`config.mk`:
```
export PLATFORM = sky130hd
export DESIGN_NAME = pp_row_scheduler
export DESIGN_NICKNAME = d
export VERILOG_FILES = /design/src/rtl/pp_row_scheduler.sv
export SDC_FILE = /design/constraint.sdc
export NUM_CORES = 1
export LEC_CHECK = 0
export CAP_MARGIN = 20
export CORE_MARGIN = 1
export CORE_UTILIZATION = 25
export CTS_BUF_LIST = sky130_fd_sc_hd__clkbuf_2 sky130_fd_sc_hd__clkbuf_4 sky130_fd_sc_hd__clkbuf_8
export DETAILED_ROUTE_END_ITERATION = 12
export SYNTH_ARGS = -nofsm -noshare
export SYNTH_HDL_FRONTEND = slang
export SYNTH_SLANG_ARGS = --single-unit
```
`constraint.sdc`:
```
create_clock -name i_clk -period 2.2 [get_ports i_clk]
set_input_delay 0.22 -clock i_clk [delete_from_list [all_inputs] [get_ports i_clk]]
set_output_delay 0.22 -clock i_clk [all_outputs]
set_load 0.02 [all_outputs]
```
`src/rtl/pp_row_scheduler.sv`:
```
// Frame/row sequencer for the preprocess output FIFO feeding the Gaussian stage.
// Flushes the FIFO at frame start, issues one row-long read burst whenever a full
// row is buffered and downstream is ready, and tags returned pixels with
// line/frame markers. Frames cut short by an early frame start are aborted.
module pp_row_scheduler #(
    parameter int unsigned ROW_WIDTH    = 640,
    parameter int unsigned NUM_ROWS     = 480,
    parameter int unsigned FILL_W       = 11,
    parameter int unsigned FLUSH_CYCLES = 4,
    localparam int unsigned ROW_W       = (NUM_ROWS > 1) ? $clog2(NUM_ROWS) : 1
) (
    input  logic              i_clk,
    input  logic              i_rstn,
    input  logic              i_enable,
    input  logic              i_frame_start,
    input  logic [FILL_W-1:0] i_fill,
    input  logic              i_ds_ready,
    output logic              o_flush,
    output logic              o_rd,
    output logic              o_valid,
    output logic              o_sol,
    output logic              o_eol,
    output logic              o_sof,
    output logic              o_eof,
    output logic [ROW_W-1:0]  o_row,
    output logic              o_busy,
    output logic              o_frame_err
);

    localparam int unsigned COL_W  = (ROW_WIDTH > 1) ? $clog2(ROW_WIDTH) : 1;
    localparam int unsigned FCNT_W = 4;

    localparam logic [COL_W-1:0]  LAST_COL   = COL_W'(ROW_WIDTH - 1);
    localparam logic [ROW_W-1:0]  LAST_ROW   = ROW_W'(NUM_ROWS - 1);
    localparam logic [FCNT_W-1:0] LAST_FLUSH = FCNT_W'(FLUSH_CYCLES - 1);
    localparam logic [FILL_W-1:0] ROW_FILL   = FILL_W'(ROW_WIDTH);

    typedef enum logic [1:0] {
        S_IDLE  = 2'd0,
        S_FLUSH = 2'd1,
        S_WAIT  = 2'd2,
        S_BURST = 2'd3
    } state_t;

    state_t             state_q, state_d;
    logic [COL_W-1:0]   col_q, col_d;
    logic [ROW_W-1:0]   row_d;
    logic [FCNT_W-1:0]  fcnt_q, fcnt_d;
    logic               abort;
    logic               last_col;
    logic               last_row;
    logic               flush_d;
    logic               rd_d;
    logic               valid_d;
    logic               sol_d;
    logic               eol_d;
    logic               sof_d;
    logic               eof_d;

    assign last_col = (col_q == LAST_COL);
    assign last_row = (o_row == LAST_ROW);

    // Busy is a pure decode of the state register.
    assign o_busy = (state_q != S_IDLE);

    // Next-state, counter and output-pipeline decisions.
    always_comb begin
        state_d = state_q;
        col_d   = col_q;
        row_d   = o_row;
        fcnt_d  = fcnt_q;
        abort   = 1'b0;

        case (state_q)
            S_IDLE: begin
                if (i_enable && i_frame_start) begin
                    state_d = S_FLUSH;
                    fcnt_d  = '0;
                    row_d   = '0;
                end
            end
            S_FLUSH: begin
                row_d = '0;
                if (i_frame_start) begin
                    fcnt_d = '0;
                end else if (fcnt_q == LAST_FLUSH) begin
                    state_d = S_WAIT;
                end else begin
                    fcnt_d = fcnt_q + FCNT_W'(1);
                end
            end
            S_WAIT: begin
                if (i_frame_start) begin
                    abort   = 1'b1;
                    state_d = S_FLUSH;
                    fcnt_d  = '0;
                    row_d   = '0;
                end else if (!i_enable) begin
                    state_d = S_IDLE;
                end else if ((i_fill >= ROW_FILL) && i_ds_ready) begin
                    state_d = S_BURST;
                    col_d   = '0;
                end
            end
            S_BURST: begin
                // A frame start on the very last read of the frame is not an abort.
                if (i_frame_start && !(last_col && last_row)) begin
                    abort   = 1'b1;
                    state_d = S_FLUSH;
                    fcnt_d  = '0;
                    row_d   = '0;
                    col_d   = '0;
                end else if (last_col) begin
                    col_d = '0;
                    if (i_frame_start) begin
                        state_d = S_FLUSH;
                        fcnt_d  = '0;
                        row_d   = '0;
                    end else if (last_row || !i_enable) begin
                        state_d = S_IDLE;
                    end else begin
                        state_d = S_WAIT;
                        row_d   = o_row + ROW_W'(1);
                    end
                end else begin
                    col_d = col_q + COL_W'(1);
                end
            end
            default: begin
                state_d = S_IDLE;
            end
        endcase

        flush_d = (state_d == S_FLUSH);
        rd_d    = (state_d == S_BURST);
        // Tags follow the read issued this cycle; FIFO latency is one cycle.
        valid_d = (state_q == S_BURST);
        sol_d   = valid_d && (col_q == '0);
        eol_d   = valid_d && last_col && !abort;
        sof_d   = sol_d && (o_row == '0);
        eof_d   = eol_d && last_row;
    end

    // State, counters and registered outputs.
    always_ff @(posedge i_clk or negedge i_rstn) begin
        if (!i_rstn) begin
            state_q     <= S_IDLE;
            col_q       <= '0;
            fcnt_q      <= '0;
            o_row       <= '0;
            o_flush     <= 1'b0;
            o_rd        <= 1'b0;
            o_valid     <= 1'b0;
            o_sol       <= 1'b0;
            o_eol       <= 1'b0;
            o_sof       <= 1'b0;
            o_eof       <= 1'b0;
            o_frame_err <= 1'b0;
        end else begin
            state_q     <= state_d;
            col_q       <= col_d;
            fcnt_q      <= fcnt_d;
            o_row       <= row_d;
            o_flush     <= flush_d;
            o_rd        <= rd_d;
            o_valid     <= valid_d;
            o_sol       <= sol_d;
            o_eol       <= eol_d;
            o_sof       <= sof_d;
            o_eof       <= eof_d;
            o_frame_err <= abort;
        end
    end

endmodule

```
; ---- Yosys cells after proc, flatten, opt, wreduce, memory -nomap -nowiden
; Cells that the tools add are included.
[word_totals]
register_bits = 33
latch_bits = 0
ram_bits = 0
mem_bits_ro = 0
inputBits = 16
output_inout_bits = 18
word_cells = 87
n_memories = 0
[classes]
n_addsub = 3
multipliers = 0
n_div = 0
n_lt_le_gt_ge = 1
n_eq_ne = 16
n_shift = 0
n_mux = 34
bitwise_logic = 0
reduce_logical = 21
[ops]
columns = op, count
row1 = 9-bit 2-to-1 mux, 6
row2 = 10-bit 2-to-1 mux, 5
row3 = 9-bit one-hot mux with 4 select lines, 1
row4 = 4-bit 2-to-1 mux, 6
row5 = 2-bit 2-to-1 mux, 10
row6 = 10-bit one-hot mux with 2 select lines, 1
row7 = 4-bit one-hot mux with 4 select lines, 1
row8 = 11-bit by 10-bit >= comparator with 1-bit output (second input constant), 1
row9 = 10-bit by 1-bit adder with 10-bit output (second input constant), 1
row10 = 10-bit equality test (second input constant), 1
row11 = 10-bit logical NOT, 1
row12 = 2-bit != test (second input constant), 5
row13 = 9-bit by 1-bit adder with 9-bit output (second input constant), 1
row14 = 9-bit equality test (second input constant), 1
row15 = 1-bit logical AND, 9
row16 = 9-bit logical NOT, 1
row17 = 2-bit one-hot mux with 4 select lines, 1
row18 = 4-bit AND reduction, 2
row19 = 2-bit equality test (second input constant), 3
row20 = 4-bit by 1-bit adder with 4-bit output (second input constant), 1
row21 = 2-bit by 1-bit equality test with 1-bit output (second input constant), 2
row22 = 4-bit by 2-bit equality test with 1-bit output (second input constant), 1
row23 = 4-bit != test (second input constant), 1
row24 = 2-bit nonzero test, 2
row25 = other kinds (8), 11

; ---- Longest topological paths before layout
; Gate-level depths: netlist of the first run.
[logic_depth]
depth_word = 9
mapped_depth = 7
depth_no_buf = 5

; ---- Worst setup path before layout of the first run
; OpenSTA, ideal clock, no wires.
[synth_path]
path_type = reg-to-reg
from = reg o_row[0]
to = reg o_row[1]
setup_ns = 0.079
arrival_ns = 1.832
required_ns = 2.121
slack_ns = 0.289
stages_incl_launch_ff = 8
path_buffers = 2
synth_period_minus_slack_ns = 1.911
cell_sequence = dfrtp_1 ha_1 and4_1 buf_4 a211oi_4 a211o_1 buf_6 mux2i_1
[synth_between]
elab_chain_cells = 6
word_cells_on_any_way = 14
cone_classes = add/sub: 1 / eq/ne: 3 / mux: 5 / reduce/logical: 5
[synth_lines]
columns = element, line
row1 = start: declaration, 25  ; output logic [ROW_W-1:0] o_row,
row2 = start signal: assignment, 163  ; o_row <= row_d;
row3 = 9-bit by 1-bit adder with 9-bit output or 9-bit equality test (tied branches), "123, 61"
row4 = 9-bit 2-to-1 mux or 1-bit logical AND (tied branches), "119, 107"
row5 = 9-bit 2-to-1 mux or 1-bit logical NOT (tied branches), "115, 107"
row6 = 9-bit 2-to-1 mux or 1-bit logical AND (tied branches), "113, 107"
row7 = 9-bit 2-to-1 mux (tied with other cells), 107  ; if (i_frame_start && !(last_col && last_row)) begin
row8 = 9-bit one-hot mux with 4 select lines or 4-bit AND reduction (tied branches), n/a
; Parallel ways exist; a longest one is shown, timed or not. The select of a mux whose other input is x is not followed.
; A chain may end at the register's enable or synchronous reset.

; ---- Worst setup path after layout of the first run
[layout_path]
from = reg state_q[1]
to = out o_busy
[layout_between]
elab_chain_cells = 1
[layout_lines]
columns = element, line
row1 = start: declaration, 45  ; state_t state_q, state_d;
row2 = start signal: assignment, 160  ; state_q <= state_d;
row3 = 2-bit nonzero test, 64  ; assign o_busy = (state_q != S_IDLE);
row4 = end: declaration, 26  ; output logic o_busy,
; Every way passes these cells.

==> metrics.md, run 1 <==
| Metric | Value |
|---|---|
| P_leak | 1.00 nW |
| Async SR Flop Fraction | 100% |
| Clock transition at path regs | 0.07 ns |
| Diode count | 0 |
| Crit. End Element | primary output |
| Register share of total power | 41.4% |
| Switching portion of total power | 35.5% |
| Comb pwr share | 32.9% |
| TritonCTS buffer count | 5 |
| DR WL/cell | 14.1 um |
| Vias post-DR | 1715 |
| Width of the die | 90.4 um |
| # rows | 31 |
| Post-Synthesis Cell Area | 1960 sq um |
| R2r setup slk | 0.16 ns |
| Max Clock Skew | 0.00549 ns |
| Tmin final | 2.05 ns |
| Rel. slew slack | 59.5% |
| Post_cts resized | 0 |
| PortBufs | 26 |
| Routability cong. | 0.770 |
| Worst path required time | 1.98 ns |
| Post-Synthesis Cells | 207 |
| Clock buffer depth | 2 |
| Post-layout nets | 267 |
| CTS tree | done |
| DP Area | 2390 sq um |
| Area leader, netlist | dfrtp_1 |
| Post-synthesis sequential area ratio | 42.2% |
| Clock share of power | 25.7% |
| Flops & latches, synth | 33 |
| Die area | 8180 sq um |
| DIE HEIGHT | 90.4 um |
| Worst Hold Class | in2async |
| Largest net degree at the start of global routing | 34 |
| Top Ports | 34 |
| Dominant cells by area after synthesis | dfrtp_1, a31oi_1, ha_1 |
| Setup crit start kind | register |
| Most common cell after layout, fill and taps aside | dfrtp_1 |
| Worst EP arrival | 1.83 ns |
| Grt total ovfl | 0 |
| Max-Cap Viols | 0 |
| DR iter-0 viols | 118 |
| Top-area cell type share of the netlist area | 42.2% |
| HPWL Detailed | 3510 um |
| Vias in the first global route | 1647 |
| Crit path max fanout | 15 |
| Avg Cell Area, Syn | 9.45 sq um |
| Ys flop type | dfrtp_1 |
| Area of the core | 7410 sq um |
| Most frequent cells in the layout | dfrtp_1, clkdlybuf4s50_1, nand2_1 |
| Final Cell Area | 2480 sq um |
| Worst-Skew Late Latency | 0.28 ns |
| Internal | 0.00119 W |
| Post-synth EDFFs | 0 |
| Critical path class | reg2out |
| Clock sink count | 33 |
| Final Hold Fails | 0 |
| Initial antenna violation count | 0 |
| Peak VDD IR | 0.000305 V |
| Vias per inst | 4.97 |
| Net Count, Synth | 228 |
| Layout cells sized above 1 | 12.6% |
| WL final | 4870 um |
| Total GRT Usage | 12.4% |
| ANT nets after route | 0 |
| # hold bufs at CTS | 0 |
| H-Tree Depth | 2 |
| # setup viols final | 0 |
| Status | finished clean |
| Slew @ Worst Pin | 0.599 ns |
| Layout area overhead | 26.7% |
| Setup TNS | 0 ns |
| Net Switching | 0.000655 W |
| CTS root buf | clkbuf_8 |
| Post CTS Setup Buffer Count | 0 |
| Max Freq | 0.487 GHz |
| Pre-antenna DRT Iters | 4 |
| Max-slew violation count | 0 |
| RSZ-0062 raised after global routing | no |
| Wire length of the first global-routing pass | 8120 um |
| Initial core utilization | 26.4% |
| DR DRC count | 0 |
| Netlist cell types | 58 |
| Period Utilization, post-route | 93.3% |
| Power Density | 745 nW/um^2 |
| Synth Warn # | 0 |
-- stage by stage --
stage | hold WS (ns) | setup WS [ns] | std cells | power, W | util [%]
2_1_floorplan | -0.0756 | 0.289 | 207 | 0.00118 | -
6_report | 0.346 | 0.148 | 345 | 0.00185 | 33.5
3_5_place_dp | 0.536 | 0.128 | 338 | 0.00138 | 32.2
4_1_cts | 0.363 | 0.126 | 345 | 0.00186 | 33.5
3_3_place_gp | 0.538 | 0.204 | 338 | 0.00137 | 32.2
5_1_grt | 0.397 | 0.0185 | 345 | 0.00197 | 33.5
-- worst max-delay path: stages (launching register included) --
cell             delay [ns]
dfrtp_1                0.64
nor2_1                 0.15
inv_1                  0.14
clkdlybuf4s50_1        0.62
-- synthesized netlist by cell type (all sizes together), types with 2 or more instances --
cell     instances
a2111oi          2
a211o            2
a211oi           5
a21oi           12
a31oi           13
a41oi            3
and2             4
and3             6
and4             2
buf              6
dfrtp           33
ha               5
inv             10
nand2           17
nand2b           7
nand3           10
nand4            3
nor2            10
nor2b            2
nor3             3
nor3b            3
nor4             4
nor4b            3
o21a             3
o21ai           13
o31a             2
o31ai            3
-- registers in the layout, summed over array words and instances, names as in the netlist --
signal / count
col_q: 10
fcnt_q: 4
o_eof: 1
o_eol: 1
o_flush: 1
o_frame_err: 1
o_rd: 1
o_row: 9
o_sof: 1
o_sol: 1
o_valid: 1
state_q: 2
-- area by class of cell --
| type | count | area (sq um) |
|---|---|---|
| Clock buffer | 7 | 90.1 |
| Fill cell | 749 | 4930 |
| Inverter | 10 | 37.5 |
| Multi-Input combinational cell | 157 | 1040 |
| Sequential cell | 33 | 826 |
| Tap cell | 99 | 124 |
| Timing Repair Buffer | 39 | 358 |
-- routing by layer --
layer  vias up  GRT usage [%]  wire (um)
met5         -              0          0
met1       815           17.2       2460
met2        33           19.3       2180
met4         0           3.23         40
li1        863              -          -
met3         4           2.95        182
-- final timing paths --
kind,from,cells past startpoint,to
min reg2reg,col_q[9],1,col_q[9]
max in group asynchronous,i_rstn,2,o_row[2]
max,state_q[1],3,o_busy
min,i_rstn,2,col_q[6]
min in group i_clk,col_q[9],1,col_q[9]
max reg2reg,o_row[0],5,o_row[1]
-- power by group through the flow --
stage	Clock, W	Combinational [W]	Sequential [W]
after CTS	0.000487	0.000614	0.000763
after global placement	0	0.000596	0.000773
after global routing	0.000520	0.000670	0.000778
after floorplan	0	0.000415	0.000761
final	0.000475	0.000608	0.000764
after detailed placement	0	0.000609	0.000772
-- logic make-up after synthesis --
family	Yosys count	synth area share, %
AOI/OAI and AO/OA	68	24.4
xor gates and xnor gates	2	0.896
adders and majority gates	5	3.20
buffers and inverters	17	4.41
DFF	33	42.2
muxes	2	1.09
and+or+nand+nor	80	23.8
Power figures use the tool's default switching activity.
==> run 2: changes to the inputs <==
--- a/config.mk
+++ b/config.mk
@@ -13,3 +13,4 @@
 export SYNTH_ARGS = -nofsm -noshare
 export SYNTH_HDL_FRONTEND = slang
 export SYNTH_SLANG_ARGS = --single-unit
+export TNS_END_PERCENT = 10
==> results of run 2 <==
Same layout as run 1: the final DEF is identical, and so are final timing and power.
==> run 3: changes to the inputs <==
--- a/config.mk
+++ b/config.mk
@@ -6,7 +6,6 @@
 export NUM_CORES = 1
 export LEC_CHECK = 0
 export CAP_MARGIN = 20
-export CORE_MARGIN = 1
 export CORE_UTILIZATION = 25
 export CTS_BUF_LIST = sky130_fd_sc_hd__clkbuf_2 sky130_fd_sc_hd__clkbuf_4 sky130_fd_sc_hd__clkbuf_8
 export DETAILED_ROUTE_END_ITERATION = 12
==> results of run 3 <==
Same layout as run 1: the final DEF is identical, and so are final timing and power.
